==> src/rtl/fold_step_scheduler.sv <==
`default_nettype none
// ============================================================================
//  Module   : fold_step_scheduler
//  Purpose  : Issues one handshaked (fold, modality, channel) step per cycle
//             for each accepted feature window, with fuser boundary flags.
//  Revision : 1.0  initial release
// ============================================================================
module fold_step_scheduler #(
    parameter int NUM_FOLDS             = 4,
    parameter int NUM_FOLDS_WIDTH       = 2,
    parameter int MAX_NUM_CHANNEL_WIDTH = 7
) (
    input  logic                             clk,
    input  logic                             rst,
    input  logic                             fin_valid,
    output logic                             fin_ready,
    input  logic [MAX_NUM_CHANNEL_WIDTH-1:0] cfg_num_channel_0,
    input  logic [MAX_NUM_CHANNEL_WIDTH-1:0] cfg_num_channel_1,
    input  logic [MAX_NUM_CHANNEL_WIDTH-1:0] cfg_num_channel_2,
    input  logic                             soft_clear,
    output logic                             step_valid,
    input  logic                             step_ready,
    output logic [NUM_FOLDS_WIDTH-1:0]       step_fold,
    output logic [1:0]                       step_modality,
    output logic [MAX_NUM_CHANNEL_WIDTH-1:0] step_channel,
    output logic                             step_first_channel,
    output logic                             step_last_channel,
    output logic                             step_last_fold,
    output logic                             done
);

    localparam logic [NUM_FOLDS_WIDTH-1:0]       c_last_fold = NUM_FOLDS_WIDTH'(NUM_FOLDS - 1);
    localparam logic [NUM_FOLDS_WIDTH-1:0]       c_fold_one  = NUM_FOLDS_WIDTH'(1);
    localparam logic [MAX_NUM_CHANNEL_WIDTH-1:0] c_ch_one    = MAX_NUM_CHANNEL_WIDTH'(1);

    typedef enum logic [1:0] {
        S_IDLE  = 2'd0,
        S_ISSUE = 2'd1,
        S_DONE  = 2'd2
    } state_t;

    state_t                           r_state,    w_state_nxt;
    logic [NUM_FOLDS_WIDTH-1:0]       r_fold,     w_fold_nxt;
    logic [1:0]                       r_mod,      w_mod_nxt;
    logic [MAX_NUM_CHANNEL_WIDTH-1:0] r_ch,       w_ch_nxt;
    logic [MAX_NUM_CHANNEL_WIDTH-1:0] r_cnt0,     w_cnt0_nxt;
    logic [MAX_NUM_CHANNEL_WIDTH-1:0] r_cnt1,     w_cnt1_nxt;
    logic [MAX_NUM_CHANNEL_WIDTH-1:0] r_cnt2,     w_cnt2_nxt;
    logic                             r_alive;

    logic [MAX_NUM_CHANNEL_WIDTH-1:0] w_cur_cnt;
    logic                             w_ch_last;
    logic [2:0]                       w_nz_cfg;
    logic [2:0]                       w_nz_lat;
    logic                             w_next_found;
    logic [1:0]                       w_next_mod;
    logic                             w_accept;

    // Lowest-index modality whose count is nonzero (caller guarantees one exists).
    function automatic logic [1:0] first_nz(input logic [2:0] nz);
        if (nz[0])      return 2'd0;
        else if (nz[1]) return 2'd1;
        else            return 2'd2;
    endfunction

    assign w_nz_cfg = {cfg_num_channel_2 != '0, cfg_num_channel_1 != '0, cfg_num_channel_0 != '0};
    assign w_nz_lat = {r_cnt2 != '0, r_cnt1 != '0, r_cnt0 != '0};

    always_comb begin
        w_cur_cnt = r_cnt2;
        case (r_mod)
            2'd0:    w_cur_cnt = r_cnt0;
            2'd1:    w_cur_cnt = r_cnt1;
            default: w_cur_cnt = r_cnt2;
        endcase
    end

    assign w_ch_last = (r_ch == (w_cur_cnt - c_ch_one));

    // Next nonzero modality after the current one, within the same fold.
    always_comb begin
        w_next_found = 1'b0;
        w_next_mod   = 2'd0;
        case (r_mod)
            2'd0: begin
                if (w_nz_lat[1]) begin
                    w_next_found = 1'b1;
                    w_next_mod   = 2'd1;
                end else if (w_nz_lat[2]) begin
                    w_next_found = 1'b1;
                    w_next_mod   = 2'd2;
                end
            end
            2'd1: begin
                if (w_nz_lat[2]) begin
                    w_next_found = 1'b1;
                    w_next_mod   = 2'd2;
                end
            end
            default: begin
                w_next_found = 1'b0;
                w_next_mod   = 2'd0;
            end
        endcase
    end

    assign w_accept = fin_valid && fin_ready;

    always_comb begin
        w_state_nxt = r_state;
        w_fold_nxt  = r_fold;
        w_mod_nxt   = r_mod;
        w_ch_nxt    = r_ch;
        w_cnt0_nxt  = r_cnt0;
        w_cnt1_nxt  = r_cnt1;
        w_cnt2_nxt  = r_cnt2;

        case (r_state)
            S_IDLE: begin
                if (w_accept) begin
                    w_cnt0_nxt = cfg_num_channel_0;
                    w_cnt1_nxt = cfg_num_channel_1;
                    w_cnt2_nxt = cfg_num_channel_2;
                    w_fold_nxt = '0;
                    w_ch_nxt   = '0;
                    if (w_nz_cfg != 3'b000) begin
                        w_mod_nxt   = first_nz(w_nz_cfg);
                        w_state_nxt = S_ISSUE;
                    end else begin
                        w_mod_nxt   = 2'd0;
                        w_state_nxt = S_DONE;
                    end
                end
            end

            S_ISSUE: begin
                if (step_ready) begin
                    if (!w_ch_last) begin
                        w_ch_nxt = r_ch + c_ch_one;
                    end else if (w_next_found) begin
                        w_mod_nxt = w_next_mod;
                        w_ch_nxt  = '0;
                    end else if (r_fold != c_last_fold) begin
                        w_fold_nxt = r_fold + c_fold_one;
                        w_mod_nxt  = first_nz(w_nz_lat);
                        w_ch_nxt   = '0;
                    end else begin
                        w_fold_nxt  = '0;
                        w_mod_nxt   = 2'd0;
                        w_ch_nxt    = '0;
                        w_state_nxt = S_DONE;
                    end
                end
            end

            S_DONE: begin
                w_state_nxt = S_IDLE;
            end

            default: begin
                w_state_nxt = S_IDLE;
            end
        endcase

        // Abort wins over any transition computed above.
        if (soft_clear) begin
            w_state_nxt = S_IDLE;
            w_fold_nxt  = '0;
            w_mod_nxt   = 2'd0;
            w_ch_nxt    = '0;
            w_cnt0_nxt  = '0;
            w_cnt1_nxt  = '0;
            w_cnt2_nxt  = '0;
        end
    end

    always_ff @(posedge clk or negedge rst) begin
        if (!rst) begin
            r_state <= S_IDLE;
            r_fold  <= '0;
            r_mod   <= 2'd0;
            r_ch    <= '0;
            r_cnt0  <= '0;
            r_cnt1  <= '0;
            r_cnt2  <= '0;
            r_alive <= 1'b0;
        end else begin
            r_state <= w_state_nxt;
            r_fold  <= w_fold_nxt;
            r_mod   <= w_mod_nxt;
            r_ch    <= w_ch_nxt;
            r_cnt0  <= w_cnt0_nxt;
            r_cnt1  <= w_cnt1_nxt;
            r_cnt2  <= w_cnt2_nxt;
            r_alive <= 1'b1;
        end
    end

    // r_alive keeps fin_ready low during reset even though the state reads IDLE.
    assign fin_ready          = r_alive && (r_state == S_IDLE);
    assign step_valid         = (r_state == S_ISSUE);
    assign done               = (r_state == S_DONE);
    assign step_fold          = r_fold;
    assign step_modality      = r_mod;
    assign step_channel       = r_ch;
    assign step_first_channel = step_valid && (r_ch == '0);
    assign step_last_channel  = step_valid && w_ch_last;
    assign step_last_fold     = step_valid && (r_fold == c_last_fold);

endmodule
`default_nettype wire

==> config.mk <==
export PLATFORM = sky130hd
export DESIGN_NAME = fold_step_scheduler
export DESIGN_NICKNAME = d
export VERILOG_FILES = /design/src/rtl/fold_step_scheduler.sv
export SDC_FILE = /design/constraint.sdc
export NUM_CORES = 1
export LEC_CHECK = 0
export CAP_MARGIN = 0
export CORE_ASPECT_RATIO = 0.75
export CORE_UTILIZATION = 52
export CTS_BUF_LIST = sky130_fd_sc_hd__clkbuf_16
export DETAILED_ROUTE_END_ITERATION = 10
export PLACE_DENSITY = 0.84
export SKIP_CTS_REPAIR_TIMING = 1
export SLEW_MARGIN = 20
export SYNTH_ARGS = -nofsm -noshare
export SYNTH_HDL_FRONTEND = slang
export SYNTH_SLANG_ARGS = --single-unit
==> constraint.sdc <==
create_clock -name clk -period 4.3 [get_ports clk]
set_input_delay 0.86 -clock clk [delete_from_list [all_inputs] [get_ports clk]]
set_output_delay 0.86 -clock clk [all_outputs]
set_load 0.1 [all_outputs]
### After elaboration in Yosys (flattened, before gate mapping)

Cells that the tools add are included.

* flip-flop bits (word level): 35
* bits in latches: 0
* memory bits (writable): 0
* memory bits (read-only): 0
* output and inout port bits: 17
* memories: 0

* add/subtract/negate cells: 3
* multiply operators: 0
* div/mod/pow operators: 0
* order comparisons: 0
* equal/unequal tests: 11
* shifts and indexed selects: 0
* multiplexer cells: 48
* bitwise gates (word level): 0
* reduce and logical (&&, ||, !) cells: 23

Operator list (count)
* 2-to-1 mux 7 bit: 13
* 2-to-1 mux 2 bit: 26
* nonzero test 7 bit: 6
* one-hot mux 7 bit (2 select lines): 2
* one-hot mux 2 bit (2 select lines): 4
* AND reduction 5 bit: 2
* inequality test 3 bit, second input constant: 3
* adder 7 x 1 -> 7 bit, second input constant: 1
* equality test 7 bit: 1
* zero test 7 bit: 1
* subtractor 7 x 1 -> 7 bit, second input constant: 1
* inequality test 3 x 2 -> 1 bit, second input constant: 2
* nonzero test 3 bit: 2
* logical AND 1 bit: 5
* equality test 2 x 1 -> 1 bit, second input constant: 2
* equality test 2 bit, second input constant: 2
* zero test 2 bit: 2
* AND reduction 4 bit: 1
* nonzero test 2 bit: 2
* AND reduction 3 bit: 1
* adder 2 x 1 -> 2 bit, second input constant: 1
* 2-to-1 mux 1 bit: 2
* inequality test 2 bit, second input constant: 1
* one-hot mux 1 bit (2 select lines): 1
* AND reduction 2 bit: 1

### Longest topological paths before layout

Gate-level depths: netlist (run 1).

* depth in word-level cells: 9
* depth in mapped cells: 11
* mapped depth without buffers: 10

### Worst setup path after synthesis (run 1)

No wires, ideal clock.

* kind: reg2out
* start: reg r_mod[0] (netlist: step_modality[0])
* end: out step_last_channel
* arrival: 4.498 ns
* slack: -1.058 ns
* cell stages (with the launch flop): 11
* cell sequence: dfrtp_1 > buf_6 > mux2_4 > mux2i_4 > ha_1 > nand2_1 > or3_1 > mux2_2 > o22a_1 > or3_4 > nor2_1

* word-level cells in the longest chain between the ends: 5
* elaborated cells on any way between the ends: 6

Ends and longest elaborated chain
* from (decl): RTL line 44 `logic [1:0] r_mod, w_mod_nxt;`
* from (signal assigned): RTL line 190 `r_mod <= w_mod_nxt;`
* equality test 2 x 1 -> 1 bit or zero test 2 bit (tied branches): RTL line 71 `case (r_mod)`
* one-hot mux 7 bit (2 select lines) *: RTL line 71
* subtractor 7 x 1 -> 7 bit *: RTL line 78 `assign w_ch_last = (r_ch == (w_cur_cnt - c_ch_one));`
* equality test 7 bit *: RTL line 78
* logical AND 1 bit *: RTL line 207 `assign step_last_channel = step_valid && w_ch_last;`
* to (decl): RTL line 27 `output logic step_last_channel,`

Every way passes the cells marked *; elsewhere a longest branch is shown, timed or not.

### Worst setup path after layout (run 1)

Same ends and word-level chain as after synthesis.

==> flow_metrics.tcl, run 1 <==
set metrics [dict create \
    layout.core_utilization_pct 70.0 \
    floorplan.initialDensity_pct 54.3 \
    synthDominantAreaCellType "sky130_fd_sc_hd__dfrtp_1" \
    fin_hold_viols 0 \
    clk_sinks 35 \
    cap_violations 0 \
    route.vias.total 2070 \
    antenna-diode-count 0 \
    critical_path.top_delay_family "simple AND/OR/NAND/NOR gates" \
    reg2regPathDepth 10 \
    min-delay-path-class "flip-flop to flip-flop" \
    final_common_cell "sky130_fd_sc_hd__nand2_1" \
    drc 0 \
    clock_tree.root_cell "sky130_fd_sc_hd__clkbuf_16" \
    die_height_um 58.4 \
    pin_count 43 \
    timing.critical_path.required_ns 3.44 \
    worst_path_largest_cell_delay_ns 0.43 \
    worst_ir_drop_vdd_mv 0.271 \
    netlist.area_leader.share_pct 39.8 \
    pin_count_of_the_biggest_net_entering_global_routing 36 \
    cts_tree "done" \
    die-width_um 77.1 \
    avgViaCountPerCell 5.83 \
    clk_pin_slew_worst_paths_ns 0.06 \
    setup_viol 0 \
    net-switching-power_uw 298 \
    synth_area_leaders "sky130_fd_sc_hd__dfrtp_1, sky130_fd_sc_hd__nand2_1, sky130_fd_sc_hd__a21oi_1" \
    cts.path.max_buffers 2 \
    ys_types 51 \
    yosysWarnings 0 \
    die_area_sq_um 4500 \
    p_sw_share_pct 31.6 \
    drtAntennaViolNets 0 \
    netlist_area_sq_um 2200 \
    total_power_uw 940 \
    clkLatencyLatePin_ns 0.28 \
    seqPwrFrac_pct 38.4 \
    setup.reg_to_reg.worst_slack_ns 1.04 \
    grt_pass1_wl_mm 9.23 \
    finalNetCount 329 \
    area_growth_pct 28.9 \
    worst_setup_path_startpoint "step_modality[0]" \
    pwr-share-clk_pct 36.6 \
    synth-seq-area-share_pct 39.8 \
    whs_path_depth 1 \
    outcome "finished, final reports clean" \
    relSlewSlack_pct 33.6 \
    drt_pass1_iterations 4 \
    synth_area_per_cell_sq_um 8.54 \
    leakage_power_figure_uw 0.00112 \
    synth-main-ff-cell "sky130_fd_sc_hd__dfrtp_1" \
    pwr-share-comb_pct 25.1 \
    ratio_of_final_minimum_period_to_clock_period_pct 96.3 \
    h-tree-depth 2 \
    max_slew_violation_count 0 \
    layout-drive-gt1-share_pct 9.67 \
    gr-usage-all-layers_pct 26.5 \
    drc_violation_total_after_the_first_tritonroute_iteration 102 \
    detailedPlacementHpwl_mm 3.94 \
    endpoint_kind "output pin" \
    p_per_area_nw_per_um2 331 \
    cp_startpoint_kind "flip-flop" \
    placement.io_buffers 42 \
    worst_path_class_setup "flip-flop to output pin" \
    clock.fmax_ghz 0.242 \
    final_cell_mix "sky130_fd_sc_hd__nand2_1, sky130_fd_sc_hd__clkdlybuf4s50_1, sky130_fd_sc_hd__dfrtp_1, sky130_fd_sc_hd__a21oi_1, sky130_fd_sc_hd__nor2_1" \
    hp-start "step_fold[1]" \
    antenna_found_initial 0 \
    netlist_instances 258 \
    period_needed_ns 4.14 \
    regToRegEndpoint "step_channel[2]" \
    critical-path-slowest-cell "sky130_fd_sc_hd__or3_4" \
    synth_fp_nets 288 \
    data_arrival_at_the_endpoint_of_the_critical_path_ns 3.28 \
    worstPathMaxFanout 5 \
    tightestPinTransition_ns 0.993 \
    critPathBufInv 1 \
    synthArstFlopShare_pct 100 \
    grt_setup_unrepaired "no" \
    crit_path_frequent_cell "sky130_fd_sc_hd__mux2_2" \
    post_drt_wl_per_cell_um 15.1 \
    ys_ff_latch 35 \
    synth-edff-count 0 \
    gp_congestion 0.825 \
    crit_chain "mux2_2, mux2i_2, ha_4, nand2_1, or3_1, mux2_2, o22a_1, or3_4, nor2_2, buf_12" \
    grt_pass1_vias 1971 \
    power.internal_uw 643 \
    gr-total-overflow 0 \
    num_cts_buffers 5 \
    totalWireLength_mm 5.37 \
    placeableCoreArea_sq_um 4050 \
    hold_path_end "step_fold[1]" \
    regToRegStartpoint "step_modality[0]" \
    final.setup_skew_ns 0.00713 \
    row_count 20 \
]
registers in the layout (all words and copies together) (netlist names):
name           cells
r_cnt0             7
r_cnt1             7
r_cnt2             7
step_channel       7
r_state            2
step_fold          2
step_modality      2
r_alive            1
final cells by class:
type,instances,area (sq um)
multi-input combinational,205,1270
fill,342,1210
sequential,35,876
timing repair buffer,46,460
clock buffer,5,125
tap,55,68.8
inverter,6,22.5
clock inverter,3,16.3
routing by layer:
metal	global-route usage [%]	vias to the layer above	wire [um]
li1	-	1008	-
met1	36.2	1001	2620
met2	43.5	51	2470
met3	5.58	10	214
met4	7.28	0	68
met5	0	-	0
metrics by stage:
stage	TNS [ns]	hold slack [ns]	std cells	area, sq um	worst slack (ns)
after floorplan	-0.591	0.514	258	2210	-0.591
after global placement	0	0.510	347	2690	0.475
after detailed placement	0	0.515	347	2690	0.414
after CTS	0	0.527	355	2830	0.108
after global routing	0	0.554	355	2840	0.0225
final	0	0.524	355	2840	0.159
cells in the mapped netlist (5+ instances only):
master                     instances
sky130_fd_sc_hd__nand2b_1          5
sky130_fd_sc_hd__or4_1             5
sky130_fd_sc_hd__nand2_1          60
sky130_fd_sc_hd__a21oi_1          30
sky130_fd_sc_hd__inv_1             6
sky130_fd_sc_hd__mux2i_1           5
sky130_fd_sc_hd__nor2_1           11
sky130_fd_sc_hd__o21ai_0           7
sky130_fd_sc_hd__nor4_1           10
sky130_fd_sc_hd__nand3_1           6
sky130_fd_sc_hd__clkbuf_1          9
sky130_fd_sc_hd__xnor2_1           6
sky130_fd_sc_hd__dfrtp_1          35
logic make-up (layout without fill, tap and decap cells):
| group | count (synthesis) | in the layout | synth area share, % |
|---|---|---|---|
| buf+inv | 18 | 60 | 3.52 |
| simple gates | 117 | 117 | 25.9 |
| fa+ha+maj | 4 | 4 | 2.27 |
| mux | 12 | 12 | 6.65 |
| xor+xnor | 8 | 8 | 3.18 |
| flops | 35 | 35 | 39.8 |
| compound gates | 63 | 63 | 18.5 |
| other cells | 1 | 1 | 0.170 |
how the worst max path moves through the flow:
stage	to	slack [ns]	cells after the start
global placement	step_last_channel	0.47	11
floorplan	step_last_channel	-0.59	10
global route	step_last_channel	0.02	11
finish	step_last_channel	0.16	10
detailed placement	step_last_channel	0.41	11
CTS	step_last_channel	0.11	11
power by group through the flow:
| stage | sequential [uW] | combinational (uW) | clock, uW |
|---|---|---|---|
| floorplan | 376 | 150 | 0 |
| global placement | 365 | 227 | 0 |
| detailed placement | 365 | 231 | 0 |
| CTS | 360 | 233 | 347 |
| global route | 363 | 257 | 362 |
| finish | 361 | 236 | 344 |
Note: power is estimated with default switching activity, not from simulation.
==> inputs of run 2 (changes only) <==
- CORE_ASPECT_RATIO: 0.75 -> unset
==> run 2 against run 1 <==
  * Register-to-register slack worse by 0.08 ns
  * Clock power is 3% higher
  * Wire length is 1.7% lower
  * Sequential power hardly changed
  * Sequential share of layout area is 0.16 points higher
  * Die area hardly changed
  * Critical path depth is 1 higher
  * Highest routed layer unchanged
==> flow_metrics.tcl, run 2 (synthesized netlist as in run 1, its figures left out) <==
set metrics [dict create \
    floorplan.initialDensity_pct 54.7 \
    placeableCoreArea_sq_um 4030 \
    area_growth_pct 28.2 \
    crit_chain "buf_4, mux2_4, mux2i_4, ha_1, nand2_1, or3_1, mux2_2, o22a_1, or3_4, nor2_2, buf_12" \
    cap_violations 0 \
    leakage_power_figure_uw 0.00111 \
    detailedPlacementHpwl_mm 3.89 \
    worstPathMaxFanout 13 \
    data_arrival_at_the_endpoint_of_the_critical_path_ns 3.31 \
    whs_path_depth 1 \
    die_height_um 67.1 \
    setup_viol 0 \
    gp_congestion 0.880 \
    route.vias.total 2062 \
    final.setup.worst_slack_ns 0.131 \
    pin_count_of_the_biggest_net_entering_global_routing 36 \
    layout.core_utilization_pct 70.1 \
    clock.fmax_ghz 0.240 \
    fin_hold_viols 0 \
    final_cell_mix "sky130_fd_sc_hd__nand2_1, sky130_fd_sc_hd__clkdlybuf4s50_1, sky130_fd_sc_hd__dfrtp_1, sky130_fd_sc_hd__a21oi_1, sky130_fd_sc_hd__nor2_1" \
    drc 0 \
    post_drt_wl_per_cell_um 15.1 \
    drtAntennaViolNets 0 \
    finalNetCount 329 \
    drt_pass1_iterations 4 \
    max_slew_violation_count 0 \
    row_count 23 \
    num_cts_buffers 5 \
    layout.area.seq_sq_um 876 \
    worst_path_largest_cell_delay_ns 0.42 \
    nFillCells 337 \
    clkLatencyLatePin_ns 0.28 \
    totalWireLength_mm 5.28 \
    worst_path_class_setup "flip-flop to output pin" \
    final.setup_skew_ns 0.00500 \
    antenna_found_initial 0 \
    regToRegStartpoint "step_modality[0]" \
    relSlewSlack_pct 33.8 \
    totalNegativeSetupSlack_ns 0 \
    layout-drive-gt1-share_pct 9.67 \
    pin_count 43 \
    reg2regPathDepth 11 \
    placement.io_buffers 42 \
    cp_startpoint_kind "flip-flop" \
    cts.path.max_buffers 2 \
    total_power_uw 947 \
    gr-total-overflow 0 \
    clk_pin_slew_worst_paths_ns 0.06 \
    cts_tree "done" \
    p_per_area_nw_per_um2 336 \
    grt_pass1_wl_mm 9.15 \
    die_area_sq_um 4500 \
    hp-start "step_fold[1]" \
    clk_sinks 35 \
    outcome "finished, final reports clean" \
    endpoint_kind "output pin" \
    timing.critical_path.required_ns 3.44 \
    critical-path-slowest-cell "sky130_fd_sc_hd__or3_4" \
    tightestPinTransition_ns 0.990 \
    gr-usage-all-layers_pct 27.5 \
    regToRegEndpoint "step_fold[1]" \
    worst_ir_drop_vdd_mv 0.236 \
    die-width_um 67.1 \
    h-tree-depth 2 \
    detailedPlace.worstSlack_ns 0.430 \
    drc_violation_total_after_the_first_tritonroute_iteration 151 \
    area_occupied_by_multi_input_gates_sq_um 1260 \
    setup.reg_to_reg.worst_slack_ns 0.96 \
    min-delay-path-class "flip-flop to flip-flop" \
    period_needed_ns 4.17 \
    postPlaceCellArea_sq_um 2680 \
    grt_pass1_vias 1954 \
    final_cell_area_sq_um 2820 \
    final_common_cell "sky130_fd_sc_hd__nand2_1" \
    antenna-diode-count 0 \
    avgViaCountPerCell 5.89 \
    clock_tree.root_cell "sky130_fd_sc_hd__clkbuf_16" \
    ratio_of_final_minimum_period_to_clock_period_pct 96.9 \
    hold_path_end "step_fold[1]" \
    grt_setup_unrepaired "no" \
]
==> run 2: cell types whose count changed in the layout (fill, tap and decap cells not counted) <==
cell | previous run | this run
sky130_fd_sc_hd__ha_4 | 1 | 0
sky130_fd_sc_hd__inv_1 | 7 | 6
sky130_fd_sc_hd__clkinvlp_4 | 0 | 1
sky130_fd_sc_hd__ha_1 | 3 | 4
==> run 2: report_power, final <==
part           switching [uW]  internal [uW]  leakage, uW
Combinational             146           86.6     0.000562
Clock                     142            213    0.0000674
Sequential               16.4            343     0.000479
Total                     304            643      0.00111
==> run 2: how the worst max path moves through the flow <==
stage,start,to,cells after the start
floorplan,step_modality[0],step_last_channel,10
global placement,step_modality[0],step_last_channel,11
global route,step_modality[0],step_last_channel,11
finish,step_modality[0],step_last_channel,11
CTS,step_modality[0],step_last_channel,11
detailed placement,step_modality[0],step_last_channel,11
==> run 2: metal layers <==
metal  GRT usage (%)  wire, um  vias to the layer above
li1                -         -                     1005
met1            35.1      2310                      992
met2            44.3      2610                       54
met3            6.16       215                       11
met4            11.2       133                        0
met5               0         0                        -
==> run 2: critical path: cells and delay by family (launching register included) <==
family | cells | cell delay [ns]
AO/OA/AOI/OAI | 1 | 0.24
adder cells (fa/ha/maj) | 1 | 0.26
buffers and inverters | 2 | 0.38
flip-flops | 1 | 0.38
multiplexers | 3 | 0.75
AND/OR/NAND/NOR | 4 | 1.02
==> run 2: cell type report <==
cell class	instances	area share [%]
multi-input cells	205	44.5
flip-flops and latches	35	31.0
repair buffers	46	16.3
clock buffers	5	4.43
well taps	50	2.22
inverters	6	0.798
clock inverters	3	0.709
==> run 2: metrics by stage <==
stage	hold WS (ns)	cells
after global routing	0.569	350
after detailed placement	0.530	342
final	0.541	350
after floorplan	0.514	258
after global placement	0.507	342
after CTS	0.543	350
==> RTL edit: new RTL, flow settings as in run 1 <==
Add an input register stage for `cfg_num_channel_1`, cleared by the reset; this delays it by one clock. The other inputs are not delayed to match.
--- a/src/rtl/fold_step_scheduler.sv
+++ b/src/rtl/fold_step_scheduler.sv
@@ -39,6 +39,16 @@
         S_DONE  = 2'd2
     } state_t;
 
+    logic [MAX_NUM_CHANNEL_WIDTH-1:0] cfg_num_channel_1_q;
+
+    always_ff @(posedge clk or negedge rst) begin
+        if (!rst) begin
+            cfg_num_channel_1_q <= '0;
+        end else begin
+            cfg_num_channel_1_q <= cfg_num_channel_1;
+        end
+    end
+
     state_t                           r_state,    w_state_nxt;
     logic [NUM_FOLDS_WIDTH-1:0]       r_fold,     w_fold_nxt;
     logic [1:0]                       r_mod,      w_mod_nxt;
@@ -63,7 +73,7 @@
         else            return 2'd2;
     endfunction
 
-    assign w_nz_cfg = {cfg_num_channel_2 != '0, cfg_num_channel_1 != '0, cfg_num_channel_0 != '0};
+    assign w_nz_cfg = {cfg_num_channel_2 != '0, cfg_num_channel_1_q != '0, cfg_num_channel_0 != '0};
     assign w_nz_lat = {r_cnt2 != '0, r_cnt1 != '0, r_cnt0 != '0};
 
     always_comb begin
@@ -119,7 +129,7 @@
             S_IDLE: begin
                 if (w_accept) begin
                     w_cnt0_nxt = cfg_num_channel_0;
-                    w_cnt1_nxt = cfg_num_channel_1;
+                    w_cnt1_nxt = cfg_num_channel_1_q;
                     w_cnt2_nxt = cfg_num_channel_2;
                     w_fold_nxt = '0;
                     w_ch_nxt   = '0;
Behaviour: not the same (Yosys sat finds a counterexample within 4 cycles, from zero or initial values and one cycle with rst low).
==> RTL edit against run 1 <==
- hold slack got worse by 0.0096 ns
- synthesized area increased by 8.0%
- routed wire length increased by 2.6%
- synthesized cell count increased by 6.2%
- sequential cell count increased by 7
- power increased by 39%
- cell area increased by 4.7%
- setup slack improved by 0.28 ns
==> RTL edit: results <==
outcome:
  status: "finished clean"
placed_design:
  dp_hpwl_mm: 4.17
  placed_area_mm2: 0.00282
  dp.cells: 358
  gp_congestion: 0.867
  dpl_worst_slack_ns: 0.755
floorplan:
  start_util_pct: 56.6
power_and_ir_drop:
  p_leak_nw: 1.21
  vdd_ir_drop_max_mv: 0.227
drt:
  vias: 2091
  wl_per_cell_um: 15.1
  wl_met2_mm: 2.45
  drt-met1-wl_mm: 2.75
  dr.pass1.iters: 5
  met3_length_um: 227
  drt_iter0_markers: 137
global_routing:
  grt_use_met2_pct: 38.2
  grtUsageTotal_pct: 25.8
  grt_pass1_vias: 1932
  met1_usage_pct: 38.0
  grt_max_degree: 43
synthesis:
  synth_fa_ha_area_share_pct: 2.10
  synth_compound_area_share_pct: 16.5
  synth.top_cells.by_count: "63 x nand2_1, 42 x dfrtp_1, 32 x a21oi_1"
  ys_ff_latch: 42
  synthCells: 274
  syn-num-nets: 304
  yosysSeqAreaShare_pct: 44.2
  synth.area.top_cells: "dfrtp_1 44%, nand2_1 9.9%, a21oi_1 6.7%, nor3_1 2.7%, xnor2_1 2.6%"
sta:
  skew_ns: 0.00641
  slew-limit-headroom_pct: 33.8
worst_setup_path:
  r2r_setup_slack_ns: 1.10
  cp_max_fo: 11
  crit_slowest_cell: "dfrtp_1"
  cpPeakStageDelay_ns: 0.63
  cp_data_arrival_time_ns: 3.00
  r2r_end: "step_modality[0]$_DFFE_PN0P_"
cells_and_area:
  num-multi-input-gates: 212
  register_area_mm2: 0.00105
  clk_share_pct: 4.80
  syn_to_final_growth_pct: 24.9
  drive_gt1_share_pct: 8.36
  multi_input_area_share_pct: 42.6
  buffer_area_share_pct: 14.3
  n_all_inverters: 5
  nFillCells: 344
RTL edit: power breakdown:
group / internal, mW / total (mW) / switching [mW] / leakage [nW]
logic: 0.160 / 0.465 / 0.305 / 0.577
clock network: 0.213 / 0.361 / 0.148 / 0.0750
registers: 0.423 / 0.476 / 0.0533 / 0.560
RTL edit: how the worst max path moves through the flow:
stage                                       startpoint                 to  slack [ns]  cells after the start
after floorplan           step_modality[0]$_DFFE_PN0P_  step_last_channel       -0.31                      8
after global placement    step_modality[0]$_DFFE_PN0P_  step_last_channel        0.87                      9
after detailed placement  step_modality[0]$_DFFE_PN0P_  step_last_channel        0.75                      9
after CTS                 step_modality[0]$_DFFE_PN0P_  step_last_channel        0.44                      9
after global routing      step_modality[0]$_DFFE_PN0P_  step_last_channel        0.26                      9
final                     step_modality[0]$_DFFE_PN0P_  step_last_channel        0.44                      9
